**src/rtl/jt49_mix_pkg.sv**
```systemverilog
// Shared types and constants for the jt49 stereo mixer / DC-removal stage.
package jt49_mix_pkg;

   typedef enum logic [3:0] {
      IDLE,
      MUL0,
      MUL1,
      MUL2,
      MUL3,
      MUL4,
      MUL5,
      DC,
      OUT
   } state_t;

   // Accumulator width: 3 * 255 * 255 = 195075 fits in 18 bits unsigned.
   localparam int ACCW = 18;
   // Filter input width: acc >> 2, max 48768.
   localparam int XW   = 16;

   // Mid-scale offset subtracted when the DC filter is bypassed.
   localparam logic [XW-1:0] BYP_OFS = 16'h8000;

   localparam logic signed [16:0] SAT_MAX = 17'sd32767;
   localparam logic signed [16:0] SAT_MIN = -17'sd32768;

   // Clamp a 17-bit signed difference into a 16-bit signed sample.
   function automatic logic [15:0] sat16(input logic signed [16:0] v);
      logic [15:0] r;
      if (v > SAT_MAX)
         r = 16'h7FFF;
      else if (v < SAT_MIN)
         r = 16'h8000;
      else
         r = v[15:0];
      return r;
   endfunction

endpackage

```
**src/rtl/jt49_mix_if.sv**
```systemverilog
// Sample strobe, channel levels, gains and stereo result of the mixer.
interface jt49_mix_if;
   import jt49_mix_pkg::*;

   logic        cen;
   logic [7:0]  A;
   logic [7:0]  B;
   logic [7:0]  C;
   logic [23:0] gain_l;
   logic [23:0] gain_r;
   logic        dc_en;
   logic [15:0] left;
   logic [15:0] right;
   logic        sample;
   logic        busy;
   logic        ovr;

   // Upstream side: PSG core / controller driving levels and gains.
   modport master (
      output cen, A, B, C, gain_l, gain_r, dc_en,
      input  left, right, sample, busy, ovr
   );

   // Mixer side.
   modport slave (
      input  cen, A, B, C, gain_l, gain_r, dc_en,
      output left, right, sample, busy, ovr
   );
endinterface

```
**src/rtl/jt49_mix_dcrm.sv**
```systemverilog
// First-order DC-removal high-pass (pole 1 - 2^-DCK) with bypass offset and saturation.
module jt49_dcrm
   import jt49_mix_pkg::*;
#(
   parameter int DCK = 10
) (
   input  logic          clk,
   input  logic          rst,
   input  logic          en,
   input  logic          byp,
   input  logic [XW-1:0] x,
   output logic [15:0]   y
);

   localparam int AW = XW + DCK;

   logic [AW-1:0]     dcacc_q;
   logic [AW-1:0]     dcacc_d;
   logic [XW-1:0]     fb;
   logic signed [16:0] diff;
   logic [15:0]       y_q;

   // Feedback term is the integrator scaled down by the pole shift.
   assign fb = dcacc_q[AW-1:DCK];

   // Output uses the pre-update integrator; bypass subtracts a fixed mid-scale offset.
   always_comb begin
      if (byp)
         diff = $signed({1'b0, x}) - $signed({1'b0, BYP_OFS});
      else
         diff = $signed({1'b0, x}) - $signed({1'b0, fb});
      dcacc_d = dcacc_q - AW'(fb) + AW'(x);
   end

   // Update integrator and latch saturated sample on each strobe; integrator frozen in bypass.
   always_ff @(posedge clk or posedge rst) begin
      if (rst) begin
         dcacc_q <= '0;
         y_q     <= '0;
      end else if (en) begin
         y_q <= sat16(diff);
         if (!byp)
            dcacc_q <= dcacc_d;
      end
   end

   assign y = y_q;

endmodule

```
**src/rtl/jt49_mix.sv**
```systemverilog
// Stereo gain mixer: time-shared 8x8 multiplier over six steps, then DC filter per side.
module jt49_mix
   import jt49_mix_pkg::*;
#(
   parameter int DCK = 10
) (
   input  logic       clk,
   input  logic       rst,
   jt49_mix_if.slave  bus
);

   state_t            state_q, state_d;
   logic [7:0]        a_q, b_q, c_q;
   logic [23:0]       gl_q, gr_q;
   logic              dcen_q;
   logic [ACCW-1:0]   acc_l_q, acc_r_q;
   logic [15:0]       left_q, right_q;
   logic              sample_q, ovr_q;

   logic [7:0]        mul_x, mul_g;
   logic [15:0]       prod;
   logic              sel_l, sel_r;
   logic              dc_upd;
   logic [XW-1:0]     x_l, x_r;
   logic [15:0]       y_l, y_r;

   // State register.
   always_ff @(posedge clk or posedge rst) begin
      if (rst)
         state_q <= IDLE;
      else
         state_q <= state_d;
   end

   // Next state: fixed walk through the six products, filter, output.
   always_comb begin
      state_d = state_q;
      case (state_q)
         IDLE:    if (bus.cen) state_d = MUL0;
         MUL0:    state_d = MUL1;
         MUL1:    state_d = MUL2;
         MUL2:    state_d = MUL3;
         MUL3:    state_d = MUL4;
         MUL4:    state_d = MUL5;
         MUL5:    state_d = DC;
         DC:      state_d = OUT;
         OUT:     state_d = IDLE;
         default: state_d = IDLE;
      endcase
   end

   // Per-state multiplier operand and accumulator selection, plus status outputs.
   always_comb begin
      mul_x  = '0;
      mul_g  = '0;
      sel_l  = 1'b0;
      sel_r  = 1'b0;
      case (state_q)
         MUL0: begin mul_x = a_q; mul_g = gl_q[7:0];   sel_l = 1'b1; end
         MUL1: begin mul_x = a_q; mul_g = gr_q[7:0];   sel_r = 1'b1; end
         MUL2: begin mul_x = b_q; mul_g = gl_q[15:8];  sel_l = 1'b1; end
         MUL3: begin mul_x = b_q; mul_g = gr_q[15:8];  sel_r = 1'b1; end
         MUL4: begin mul_x = c_q; mul_g = gl_q[23:16]; sel_l = 1'b1; end
         MUL5: begin mul_x = c_q; mul_g = gr_q[23:16]; sel_r = 1'b1; end
         default: ;
      endcase
      dc_upd = (state_q == DC);
   end

   assign prod = {8'd0, mul_x} * {8'd0, mul_g};
   assign x_l  = XW'(acc_l_q >> 2);
   assign x_r  = XW'(acc_r_q >> 2);

   // Input capture, accumulation, overrun detection and output registers.
   always_ff @(posedge clk or posedge rst) begin
      if (rst) begin
         a_q      <= '0;
         b_q      <= '0;
         c_q      <= '0;
         gl_q     <= '0;
         gr_q     <= '0;
         dcen_q   <= 1'b0;
         acc_l_q  <= '0;
         acc_r_q  <= '0;
         left_q   <= '0;
         right_q  <= '0;
         sample_q <= 1'b0;
         ovr_q    <= 1'b0;
      end else begin
         sample_q <= 1'b0;
         ovr_q    <= 1'b0;
         if (bus.cen) begin
            if (state_q == IDLE) begin
               a_q     <= bus.A;
               b_q     <= bus.B;
               c_q     <= bus.C;
               gl_q    <= bus.gain_l;
               gr_q    <= bus.gain_r;
               dcen_q  <= bus.dc_en;
               acc_l_q <= '0;
               acc_r_q <= '0;
            end else begin
               ovr_q <= 1'b1;
            end
         end
         if (sel_l)
            acc_l_q <= acc_l_q + ACCW'(prod);
         if (sel_r)
            acc_r_q <= acc_r_q + ACCW'(prod);
         if (state_q == OUT) begin
            left_q   <= y_l;
            right_q  <= y_r;
            sample_q <= 1'b1;
         end
      end
   end

   jt49_dcrm #(.DCK(DCK)) u_dc_l (
      .clk (clk),
      .rst (rst),
      .en  (dc_upd),
      .byp (~dcen_q),
      .x   (x_l),
      .y   (y_l)
   );

   jt49_dcrm #(.DCK(DCK)) u_dc_r (
      .clk (clk),
      .rst (rst),
      .en  (dc_upd),
      .byp (~dcen_q),
      .x   (x_r),
      .y   (y_r)
   );

   assign bus.left   = left_q;
   assign bus.right  = right_q;
   assign bus.sample = sample_q;
   assign bus.ovr    = ovr_q;
   assign bus.busy   = (state_q != IDLE);

endmodule

```
**src/flat_wrapper.sv**
```systemverilog
// flat-port wrapper written by rule: the top's interface ports become plain ports
module jt49_mix_flat import jt49_mix_pkg::*;
#(
   parameter int DCK = 10
)
  (clk, rst, bus_cen, bus_A, bus_B, bus_C, bus_gain_l, bus_gain_r, bus_dc_en, bus_left, bus_right, bus_sample, bus_busy, bus_ovr);
  jt49_mix_if bus_i ();
  input  logic clk;
  input  logic rst;
  input wire logic [$bits(bus_i.cen)-1:0] bus_cen;
  input wire logic [$bits(bus_i.A)-1:0] bus_A;
  input wire logic [$bits(bus_i.B)-1:0] bus_B;
  input wire logic [$bits(bus_i.C)-1:0] bus_C;
  input wire logic [$bits(bus_i.gain_l)-1:0] bus_gain_l;
  input wire logic [$bits(bus_i.gain_r)-1:0] bus_gain_r;
  input wire logic [$bits(bus_i.dc_en)-1:0] bus_dc_en;
  output wire logic [$bits(bus_i.left)-1:0] bus_left;
  output wire logic [$bits(bus_i.right)-1:0] bus_right;
  output wire logic [$bits(bus_i.sample)-1:0] bus_sample;
  output wire logic [$bits(bus_i.busy)-1:0] bus_busy;
  output wire logic [$bits(bus_i.ovr)-1:0] bus_ovr;
  assign bus_i.cen = bus_cen;
  assign bus_i.A = bus_A;
  assign bus_i.B = bus_B;
  assign bus_i.C = bus_C;
  assign bus_i.gain_l = bus_gain_l;
  assign bus_i.gain_r = bus_gain_r;
  assign bus_i.dc_en = bus_dc_en;
  assign bus_left = bus_i.left;
  assign bus_right = bus_i.right;
  assign bus_sample = bus_i.sample;
  assign bus_busy = bus_i.busy;
  assign bus_ovr = bus_i.ovr;
  jt49_mix #(.DCK(DCK)) u_core (.clk(clk), .rst(rst), .bus(bus_i));
endmodule
```
**config.mk**
```make
export PLATFORM = sky130hd
export DESIGN_NAME = jt49_mix_flat
export DESIGN_NICKNAME = d
export VERILOG_FILES = /design/src/rtl/jt49_mix_pkg.sv /design/src/rtl/jt49_mix_if.sv /design/src/rtl/jt49_mix_dcrm.sv /design/src/rtl/jt49_mix.sv /design/src/flat_wrapper.sv
export SDC_FILE = /design/constraint.sdc
export NUM_CORES = 1
export LEC_CHECK = 0
export BUFFER_PORTS_ARGS = -buffer_cell sky130_fd_sc_hd__buf_2
export CAP_MARGIN = 5
export CORE_MARGIN = 1.5
export CORE_UTILIZATION = 60
export CTS_CLUSTER_DIAMETER = 200
export CTS_CLUSTER_SIZE = 20
export DETAILED_ROUTE_END_ITERATION = 8
export PLACE_DENSITY = 0.88
export SYNTH_ARGS = -nofsm -noshare
export SYNTH_HDL_FRONTEND = slang
export SYNTH_SLANG_ARGS = --single-unit
```
**constraint.sdc**
```tcl
create_clock -name clk -period 8.5 [get_ports clk]
set_input_delay 0.425 -clock clk [delete_from_list [all_inputs] [get_ports clk]]
set_output_delay 0.425 -clock clk [all_outputs]
set_load 0.02 [all_outputs]
```
==> results of run 1 <==
[placed cells by master (no fill, tap or decap), types with 72 or more instances in the layout]
cell type	Yosys	final
ha_1	150	150
dfrtp_1	231	231
inv_1	239	238
mux2_2	119	119
buf_2	2	110
o21ai_0	129	128
nor2_1	162	162
nand2_1	123	121
a21oi_1	105	105
fa_1	72	72
[flip-flops by register name, summed over array words and instances (netlist names), 16 cells and up]
register and cells:
u_core.acc_l_q 18, u_core.acc_r_q 18, u_core.bus.left 16, u_core.bus.right 16, u_core.gl_q 24, u_core.gr_q 24, u_core.u_dc_l.dcacc_q 26, u_core.u_dc_l.y 16
u_core.u_dc_r.dcacc_q 26, u_core.u_dc_r.y 16
[per-layer routing]
metal  vias up  track usage
li1       6793            -
met1      7087        0.357
met2       449        0.489
met3       101       0.0383
met4         2       0.0994
met5         -            0
[cell families after synthesis]
group	share of synthesized area
buffers and inverters	0.0623
flip-flops	0.325
multiplexers	0.0922
AND/OR/NAND/NOR	0.127
XOR/XNOR	0.0443
adder cells (fa/ha/maj)	0.187
AO/OA/AOI/OAI	0.163
[layout make-up]
type | instances | area [um2] | share of cell area
well taps | 384 | 480 | 0.0251
inverters | 239 | 905 | 0.0474
multi-input cells | 1395 | 10900 | 0.571
clock buffers | 15 | 375 | 0.0196
clock inverters | 2 | 20.0 | 0.00105
flip-flops and latches | 231 | 5780 | 0.303
repair buffers | 121 | 633 | 0.0331
[critical path: cells and delay by family (launching register included)]
kind | cells | cell delay [ps]
buffers and inverters | 5 | 300
AO/OA/AOI/OAI | 8 | 1560
XOR/XNOR | 1 | 180
multiplexers | 1 | 200
adder cells (fa/ha/maj) | 6 | 2750
AND/OR/NAND/NOR | 8 | 2080
flip-flops | 1 | 700
[stage by stage]
step / util / worst slack, ps / area, um2 / hold WS, ps
floorplan: - / 1510 / 17800 / 440
global placement: 0.647 / 998 / 18700 / 462
detailed placement: 0.647 / 759 / 18700 / 466
CTS: 0.660 / 695 / 19100 / 38.9
global route: 0.660 / 94.2 / 19100 / 59.0
finish: 0.660 / 625 / 19100 / 15.5
[worst paths after layout]
check                                                       end  cells after the start
worst max-delay path             u_core.acc_r_q[17]$_DFFE_PP0P_                     29
worst min-delay path             u_core.bus.left[1]$_DFFE_PP0P_                      2
worst max register to register   u_core.acc_r_q[17]$_DFFE_PP0P_                     29
worst min register to register   u_core.u_dc_r.y[4]$_DFFE_PP0P_                      2
max in group asynchronous       u_core.bus.right[3]$_DFFE_PP0P_                      3
min in group clk                    u_core.gr_q[21]$_DFFE_PP0P_                      2
==> implementation parameters, run 1 <==
Parameter                              Value

Timing
  Worst Skew ... 17.5 ps
  Crit share post-route ... 0.926
  Worst slew pin tran ... 1020 ps
  Unrepaired setup endpoints after global routing ... no
  Fin. Hold Viols ... 0
  Post-layout minimum cycle time ... 7880 ps
  Total setup violations reported at the end of the flow ... 0
  Slew margin rel. ... 0.318
  Number of pins exceeding their max-slew limit in the final report ... 0
  Achievable frequency ... 0.127 GHz
  Total Neg Setup Slack ... 0 ps

Detailed routing
  First-iteration detailed-routing DRC count ... 1063
  Average vias per placed instance ... 6.05
  Remaining DRCs ... 0
  Pre-antenna DRT Iters ... 8
  Met3 wire length ... 2.30 mm
  Met2 wire length ... 20.9 mm
  Sum of routed wire length over all layers ... 42.7 mm
  Highest layer used for signal routing ... met5
  Average wire per cell in the routed design ... 17.9 um
  Total routed wire length on the met1 layer ... 17.9 mm
  Detailed-route via count ... 14432
  Post-detailed-route count of antenna-violating nets ... 0

Place
  Routability congestion estimate from global placement ... 0.959
  Post-Place Cells ... 2370
  Post-detailed-placement half-perimeter wirelength ... 33.1 mm
  Count of input and output buffers ... 110

Logic synthesis
  Post-synthesis cell type count ... 71
  Number of instances in the synthesized netlist ... 1920
  Per-instance average area after synthesis ... 9.26 um2
  Library cell with the highest instance count after synthesis ... inv_1
  Synth Net Count ... 2218
  Cell types occupying the most area after synthesis ... dfrtp_1 (33%), ha_1 (11%), fa_1 (8.1%)
  Synthesized cell area ... 0.0178 mm2
  Flip-flop cell with the highest count after synthesis ... dfrtp_1
  Synth warnings ... 0
  Seq/Total Area, Yosys ... 0.325
  Async set or reset register ratio after synthesis ... 1.00
  Share of Yosys cell area claimed by the top area cell type ... 0.325
  Commonest cells in the synthesized netlist ... inv_1 (239), dfrtp_1 (231), nor2_1 (162), ha_1 (150), o21ai_0 (129)
  Dominant cell type by area after synthesis ... dfrtp_1
  Flip-flop and latch count after synthesis ... 231
  Count of flip-flops with a built-in enable after synthesis ... 0

Setup path
  Crit start category ... flop
  Worst Path Max Fanout ... 16
  Worst Path Class, Setup ... reg -> reg
  Largest stage delay, worst path ... 700 ps
  Worst Setup SP ... u_core.state_q[1]$_DFFE_PP0P_
  Cell with the largest stage delay on the worst path ... dfrtp_1
  Data arrival time of the critical path ... 8310 ps
  Kind of end point of the critical path ... flop
  Req. time, crit path ... 8940 ps
  Critical register-to-register path startpoint ... u_core.state_q[1]$_DFFE_PP0P_
  Most frequent cell on the critical path ... inv_1
  Setup slack of the most critical reg-to-reg path ... 620 ps

Cells and area
  Ant diodes ... 0
  Net count of the finished layout ... 2301
  Filler cells ... 2258
  Layout cells sized above 1 ... 0.143
  Area added between synthesis and finish ... 7.44%
  Filler-free cell count of the finished design ... 2387

Clock tree
  Clk sinks ... 231
  Clock tree from TritonCTS ... yes
  Post-CTS setup buffer count ... 0
  Total clock buffers created by CTS ... 15
  Number of buffers added to fix hold violations after cts ... 0
  Clock edge transition at the registers on the reported setup and hold paths ... 90 ps
  Root buf cell ... clkbuf_16
  Number of gates resized after cts ... 0
  Maximum buffer depth of the clock tree ... 3
  Level count of the clock H-tree ... 1
  Source-to-sink clock delay at the later pin of the worst-skew pair ... 510 ps

GRT
  Antenna violations before repair ... 1
  Number of global-route vias before repair ... 14396
  Maximum number of pins on one net before global-route repair ... 108
  Global Route Usage Sum ... 0.281
  Overflow left after global routing ... 0
  Wire length of the first global-routing pass ... 70.3 mm

Outcome
  Result of the run ... complete, no violations

Floorplan
  Area of the placeable core ... 0.0289 mm2
  Ports placed on the boundary ... 111
  Starting density of the core ... 0.615
  Die ar. ... 0.0307 mm2
  DIE HEIGHT ... 175 um
  Number of rows in the core area ... 62
  Die width ... 175 um

Worst hold path
  Min-Delay Path Class ... in -> async

Flow run
  Max Cap Viol ... 0
Power of run 1 is left out: the tool's default activity adds up to more than one toggle a clock period on the data nets, which glitch-free logic cannot reach.
==> inputs of run 2 (changes only) <==
- ABC_AREA: default -> 1
==> run 2 against run 1 <==
Register-to-register slack improved by 1100 ps. Synthesized cell count increased by 44%. Highest routed layer is now met4. Largest cell class unchanged. Sequential share of layout area fell by 2.4 points. Critical path depth rose by 2. Clock-buffer cell count unchanged. Final area increased by 8.6%. Clock skew is 23 ps higher. Die area grew 9.4%. First-iteration DRC count up 56%. Sequential cell count stayed put. Worst setup slack gained 1100 ps. Routed wire length is 30% higher.
==> implementation parameters, run 2 <==
Parameter                              Value

Cells and area
  Filler cells ... 2853 (was 2258)
  Net count of the finished layout ... 3148 (was 2301)
  Layout cells sized above 1 ... 0.0754 (was 0.143)
  Ant diodes ... 0 (unchanged)
  Area of the multi-input gates ... 0.0115 mm2 (was 0.0109 mm2)
  Area occupied by registers ... 0.00578 mm2 (unchanged)
  Most frequent cells in the layout ... nand2_1 (761), inv_1 (496), dfrtp_1 (231) (was inv_1 (238), dfrtp_1 (231), nor2_1 (162))
  Registers with the most flip-flops ... u_core.u_dc_l.dcacc_q: 26 flops, u_core.u_dc_r.dcacc_q: 26 flops (unchanged)
  Filler-free cell count of the finished design ... 3285 (was 2387)
  Commonest non-fill, non-tap cell in the layout ... nand2_1 (was inv_1)
  Area added between synthesis and finish ... 6.44% (was 7.44%)

Logic synthesis
  Per-instance average area after synthesis ... 7.04 um2 (was 9.26 um2)
  Synth warnings ... 0 (unchanged)
  Number of instances in the synthesized netlist ... 2767 (was 1920)
  Library cell with the highest instance count after synthesis ... nand2_1 (was inv_1)
  Async set or reset register ratio after synthesis ... 1.00 (unchanged)
  Commonest cells in the synthesized netlist ... nand2_1 (761), inv_1 (497), dfrtp_1 (231), nor2_1 (209) (was inv_1 (239), dfrtp_1 (231), nor2_1 (162), ha_1 (150), o21ai_0 (129))
  Flip-flop cell with the highest count after synthesis ... dfrtp_1 (unchanged)
  Count of flip-flops with a built-in enable after synthesis ... 0 (unchanged)
  Synth Net Count ... 3065 (was 2218)
  Dominant cell type by area after synthesis ... dfrtp_1 (unchanged)
  Cell types occupying the most area after synthesis ... dfrtp_1 (30%), nand2_1 (15%), ha_1 (9.6%) (was dfrtp_1 (33%), ha_1 (11%), fa_1 (8.1%))
  Post-synthesis cell type count ... 48 (was 71)
  Flip-flop and latch count after synthesis ... 231 (unchanged)
  Share of Yosys cell area claimed by the top area cell type ... 0.297 (was 0.325)
  Seq/Total Area, Yosys ... 0.297 (was 0.325)
  Synthesized cell area ... 0.0195 mm2 (was 0.0178 mm2)

Place
  Routability congestion estimate from global placement ... 0.991 (was 0.959)
  Post-detailed-placement half-perimeter wirelength ... 44.4 mm (was 33.1 mm)
  Count of input and output buffers ... 110 (unchanged)
  Post-Place Cells ... 3268 (was 2370)

Clock tree
  Total clock buffers created by CTS ... 15 (unchanged)
  Source-to-sink clock delay at the later pin of the worst-skew pair ... 520 ps (was 510 ps)
  Root buf cell ... clkbuf_16 (unchanged)
  Number of gates resized after cts ... 0 (unchanged)
  Maximum buffer depth of the clock tree ... 3 (unchanged)
  Level count of the clock H-tree ... 1 (unchanged)
  Clock edge transition at the registers on the reported setup and hold paths ... 80 ps (was 90 ps)
  Clk sinks ... 231 (unchanged)
  Post-CTS setup buffer count ... 0 (unchanged)
  Clock tree from TritonCTS ... yes (unchanged)
  Number of buffers added to fix hold violations after cts ... 0 (unchanged)

Timing
  Unrepaired setup endpoints after global routing ... no (unchanged)
  Worst slew pin tran ... 1150 ps (was 1020 ps)
  Number of pins exceeding their max-slew limit in the final report ... 0 (unchanged)
  Fin. Hold Viols ... 0 (unchanged)
  Total setup violations reported at the end of the flow ... 0 (unchanged)
  Crit share post-route ... 0.796 (was 0.926)
  Total Neg Setup Slack ... 0 ps (unchanged)
  Post-layout minimum cycle time ... 6760 ps (was 7880 ps)
  Achievable frequency ... 0.148 GHz (was 0.127 GHz)
  Worst Skew ... 40.6 ps (was 17.5 ps)
  Slew margin rel. ... 0.234 (was 0.318)

GRT
  Overflow left after global routing ... 0 (unchanged)
  Antenna violations before repair ... 0 (was 1)
  Number of global-route vias before repair ... 17886 (was 14396)
  Maximum number of pins on one net before global-route repair ... 99 (was 108)
  Wire length of the first global-routing pass ... 89.7 mm (was 70.3 mm)
  Global Route Usage Sum ... 0.336 (was 0.281)

Setup path
  Buf/Inv on CP ... 7 (was 5)
  Setup slack of the most critical reg-to-reg path ... 1740 ps (was 620 ps)
  Kind of end point of the critical path ... flop (unchanged)
  Data arrival time of the critical path ... 7140 ps (was 8310 ps)
  Kind of cell adding the most delay to the critical path ... adder cells (unchanged)
  Most frequent cell on the critical path ... inv_1 (unchanged)
  Largest stage delay, worst path ... 540 ps (was 700 ps)
  Worst Path Class, Setup ... reg -> reg (unchanged)
  Req. time, crit path ... 8880 ps (was 8940 ps)
  Cell with the largest stage delay on the worst path ... fa_1 (was dfrtp_1)
  Worst Path Max Fanout ... 7 (was 16)
  Worst Setup SP ... u_core.state_q[2]$_DFFE_PP0P_ (was u_core.state_q[1]$_DFFE_PP0P_)
  Depth of the most critical reg-to-reg path ... 31 (was 29)
  Critical register-to-register path startpoint ... u_core.state_q[2]$_DFFE_PP0P_ (was u_core.state_q[1]$_DFFE_PP0P_)
  Endpoint of the worst register-to-register path ... u_core.acc_l_q[17]$_DFFE_PP0P_ (was u_core.acc_r_q[17]$_DFFE_PP0P_)
  Crit start category ... flop (unchanged)

Floorplan
  Number of rows in the core area ... 65 (was 62)
  Ports placed on the boundary ... 111 (unchanged)
  Area of the placeable core ... 0.0318 mm2 (was 0.0289 mm2)
  Die width ... 183 um (was 175 um)
  Starting density of the core ... 0.613 (was 0.615)
  Die ar. ... 0.0336 mm2 (was 0.0307 mm2)
  DIE HEIGHT ... 183 um (was 175 um)

Detailed routing
  Pre-antenna DRT Iters ... 6 (was 8)
  First-iteration detailed-routing DRC count ... 1655 (was 1063)
  Detailed-route via count ... 18541 (was 14432)
  Remaining DRCs ... 0 (unchanged)
  Average wire per cell in the routed design ... 16.9 um (was 17.9 um)
  Average vias per placed instance ... 5.64 (was 6.05)
  Post-detailed-route count of antenna-violating nets ... 0 (unchanged)
  Sum of routed wire length over all layers ... 55.6 mm (was 42.7 mm)

Flow run
  Max Cap Viol ... 0 (unchanged)

Outcome
  Result of the run ... complete, no violations (unchanged)

Worst hold path
  Min-Delay Path Class ... in -> async (unchanged)
run 2: changes by cell type in the layout (fill, tap and decap cells not counted), sizes merged, moves of 32 or more:
cell / change
nor2: +62
nand2: +648
o21ai: +74
nand3: +115
mux2: -119
a21oi: +89
xnor2: -42
inv: +273
nand4: +32
run 2: logic make-up after synthesis:
logic type	after synthesis	share of synthesized area
xor+xnor	24	0.0108
flops	231	0.297
fa+ha+maj	222	0.170
buf+inv	564	0.114
compound gates	470	0.135
simple gates	1256	0.273
run 2: worst max path at each step:
stage | to | slack [ps] | cells past startpoint
floorplan | u_core.a_q[0]$_DFFE_PP0P_ | 1740 | 1
global placement | u_core.acc_l_q[17]$_DFFE_PP0P_ | 2090 | 31
detailed placement | u_core.acc_r_q[17]$_DFFE_PP0P_ | 1860 | 28
CTS | u_core.acc_l_q[17]$_DFFE_PP0P_ | 1820 | 31
global route | u_core.acc_l_q[17]$_DFFE_PP0P_ | 1240 | 32
finish | u_core.acc_l_q[17]$_DFFE_PP0P_ | 1740 | 31
run 2: final cells by class:
class                   count  area share
repair buffers            118      0.0294
well taps                 435      0.0262
multi-input cells        1972       0.554
inverters                 512      0.0930
clock inverters             2    0.000965
clock buffers              15      0.0181
flip-flops and latches    231       0.279
run 2: layer usage:
layer,global-route usage,up-vias,part of all wire
met1,0.464,8808,0.44
met3,0.0328,118,0.057
met4,0.107,0,0.032
met2,0.560,654,0.47
li1,-,8961,-
met5,0,-,0
run 2: metrics by stage:
step | util | setup WS, ps | cell area [um2] | hold WS [ps]
CTS | 0.652 | 1820 | 20700 | 51.9
global placement | 0.640 | 2090 | 20400 | 452
global route | 0.652 | 1240 | 20700 | 91.0
floorplan | - | 1740 | 19500 | 442
detailed placement | 0.640 | 1860 | 20400 | 457
finish | 0.652 | 1740 | 20700 | 32.0
Power of run 2 is left out for the same reason.
==> inputs of run 3 (changes only) <==
- ABC_AREA: 1 -> 0
- clock period: 8.5 -> 6.63 ns (I/O delays scaled with it)
==> run 3 against run 2 <==
The run now ends with negative setup slack left. Worst setup slack worse by 1900 ps. Fmax is 0.22% lower. Worst hold slack better by 19 ps. Register-to-register slack worse by 1900 ps. Via count is 19% lower. Core utilization is 4.0 points higher.
==> implementation parameters, run 3 (synthesis results as in run 1) <==
Parameter                              Value

Outcome
  Result of the run ... finished with violations (was complete, no violations)
  Failing checks ... negative setup slack

Floorplan
  Die width ... 175 um (was 183 um)
  Area of the placeable core ... 0.0289 mm2 (was 0.0318 mm2)
  Ports placed on the boundary ... 111 (unchanged)
  Starting density of the core ... 0.615 (was 0.613)
  DIE HEIGHT ... 175 um (was 183 um)
  Die ar. ... 0.0307 mm2 (was 0.0336 mm2)
  Number of rows in the core area ... 62 (was 65)

Setup path
  Buf/Inv on CP ... 5 (was 7)
  Kind of cell adding the most delay to the critical path ... adder cells (unchanged)
  Most frequent cell on the critical path ... fa_1 (was inv_1)
  Cell with the largest stage delay on the worst path ... fa_1 (unchanged)
  Crit start category ... flop (unchanged)
  Data arrival time of the critical path ... 7220 ps (was 7140 ps)
  Kind of end point of the critical path ... flop (unchanged)
  Worst Path Max Fanout ... 7 (unchanged)
  Req. time, crit path ... 7070 ps (was 8880 ps)
  Largest stage delay, worst path ... 570 ps (was 540 ps)
  Worst Path Class, Setup ... reg -> reg (unchanged)

Clock tree
  Root buf cell ... clkbuf_16 (unchanged)
  Level count of the clock H-tree ... 1 (unchanged)
  Clock tree from TritonCTS ... yes (unchanged)
  Maximum buffer depth of the clock tree ... 3 (unchanged)
  Clk sinks ... 231 (unchanged)
  Total clock buffers created by CTS ... 15 (unchanged)
  Source-to-sink clock delay at the later pin of the worst-skew pair ... 510 ps (was 520 ps)
  Number of buffers added to fix hold violations after cts ... 0 (unchanged)
  Clock edge transition at the registers on the reported setup and hold paths ... 100 ps (was 80 ps)

Timing
  Crit share post-route ... 1.02 (was 0.796)
  Worst Skew ... 23.0 ps (was 40.6 ps)
  Total Neg Setup Slack ... -169 ps (was 0 ps)
  Achievable frequency ... 0.148 GHz (about the same)
  Number of pins exceeding their max-slew limit in the final report ... 0 (unchanged)
  Post-layout minimum cycle time ... 6780 ps (was 6760 ps)
  Slew margin rel. ... 0.338 (was 0.234)
  Worst slew pin tran ... 990 ps (was 1150 ps)
  Total setup violations reported at the end of the flow ... 2 (was 0)
  Worst Slack Setup Final ... -149 ps (was 1740 ps)
  Fin. Hold Viols ... 0 (unchanged)
  Unrepaired setup endpoints after global routing ... yes (was no)

GRT
  Overflow left after global routing ... 0 (unchanged)
  Global Route Usage Sum ... 0.295 (was 0.336)
  Antenna violations before repair ... 1 (was 0)
  Maximum number of pins on one net before global-route repair ... 163 (was 99)
  Number of global-route vias before repair ... 14830 (was 17886)
  Wire length of the first global-routing pass ... 73.4 mm (was 89.7 mm)

Detailed routing
  Average wire per cell in the routed design ... 19.0 um (was 16.9 um)
  Average vias per placed instance ... 6.14 (was 5.64)
  Post-detailed-route count of antenna-violating nets ... 0 (unchanged)
  First-iteration detailed-routing DRC count ... 1207 (was 1655)
  Sum of routed wire length over all layers ... 46.5 mm (was 55.6 mm)
  Pre-antenna DRT Iters ... 6 (unchanged)
  Remaining DRCs ... 0 (unchanged)
  Detailed-route via count ... 15075 (was 18541)

Place
  Count of input and output buffers ... 110 (unchanged)
  Worst Setup Slack post-DPL ... -158 ps (was 1860 ps)
  Routability congestion estimate from global placement ... 0.975 (was 0.991)
  Post-detailed-placement half-perimeter wirelength ... 34.7 mm (was 44.4 mm)

Cells and area
  Filler cells ... 2090 (was 2853)
  Commonest non-fill, non-tap cell in the layout ... inv_1 (was nand2_1)
  Area added between synthesis and finish ... 12.7% (was 6.44%)
  Net count of the finished layout ... 2368 (was 3148)
  Registers with the most flip-flops ... u_core.u_dc_l.dcacc_q: 26 flops, u_core.u_dc_r.dcacc_q: 26 flops (unchanged)
  Area occupied by registers ... 0.00579 mm2 (was 0.00578 mm2)
  Area of the multi-input gates ... 0.0113 mm2 (was 0.0115 mm2)
  Layout cells sized above 1 ... 0.202 (was 0.0754)
  Most frequent cells in the layout ... inv_1 (231), dfrtp_1 (227), nor2_1 (144) (was nand2_1 (761), inv_1 (496), dfrtp_1 (231))

Worst hold path
  Min-Delay Path Class ... in -> reg (was in -> async)

Flow run
  Max Cap Viol ... 0 (unchanged)
==> run 3: changes by cell type in the layout (fill, tap and decap cells not counted), sizes merged, moves of 74 or more <==
cell   change
nand2    -648
inv      -274
mux2     +119
nand3    -115
a21oi     -89
o21ai     -74
==> run 3: routing by layer <==
layer	up-vias	wire [um]	share of wire	global-route usage
li1	6937	-	-	-
met1	7415	18800	0.40	0.377
met2	566	22600	0.48	0.502
met3	155	2980	0.064	0.0411
met4	2	2230	0.048	0.128
met5	-	14	0.00030	0
==> run 3: final timing paths <==
path                            cells after the start                                   end  slack, ps                            startpoint
worst max register to register                     27        u_core.acc_r_q[17]$_DFFE_PP0P_       -150         u_core.state_q[1]$_DFFE_PP0P_
worst min register to register                      2  u_core.u_dc_r.dcacc_q[2]$_DFFE_PP0P_        480  u_core.u_dc_r.dcacc_q[2]$_DFFE_PP0P_
min in group asynchronous                           3             u_core.c_q[4]$_DFFE_PP0P_         90                                   rst
worst min-delay path                                2             u_core.c_q[0]$_DFFE_PP0P_         50                              bus_C[0]
worst max-delay path                               27        u_core.acc_r_q[17]$_DFFE_PP0P_       -150         u_core.state_q[1]$_DFFE_PP0P_
max in group asynchronous                           4  u_core.u_dc_r.dcacc_q[2]$_DFFE_PP0P_       5140                                   rst
==> run 3: layout make-up <==
cell class                      count  share of cell area
Sequential cell                   231               0.289
Timing Repair Buffer              188              0.0605
Clock inverter                      2            0.000999
Multi-Input combinational cell   1395               0.562
Antenna cell                        1            0.000125
Tap cell                          384              0.0240
Inverter                          239              0.0450
Clock buffer                       15              0.0187
==> run 3: metrics by stage <==
stage                     area [um2]  hold slack, ps  cells  utilization
after floorplan                17800             440   1920            -
after global placement         19100             456   2414        0.659
after detailed placement       19100             463   2414        0.659
after CTS                      19600            48.3   2432        0.676
after global routing           20000            56.6   2454        0.692
final                          20000            51.1   2455        0.692
==> run 3: worst register-to-register path, stage by stage, from the launching register on <==
cell       delay (ps)
dfrtp_2           500
buf_8             180
xnor2_4           180
nor2_4             70
buf_4             160
a22oi_1           240
buf_4             230
nor2_2             50
fa_1              500
fa_1              530
fa_1              560
inv_1              60
fa_1              570
inv_1              80
ha_4              270
a21oi_4           130
nor2b_1            60
o21a_1            210
o31a_1            310
nor2_1            130
xnor2_1           170
ha_1              300
nand3_1            90
o21ai_1            70
a41o_1            240
or4_4             530
o2111ai_2          80
mux2i_1           200
==> run 3: what timing repair did <==
action / in CTS / in global routing
hold endpoints to repair: 0 / 0
buffers inserted: 1 / 21
resized for setup: 15 / 82
endpoints found under the setup margin: 7 / 12
pin swaps: 5 / 46
Power of run 3 is left out for the same reason.
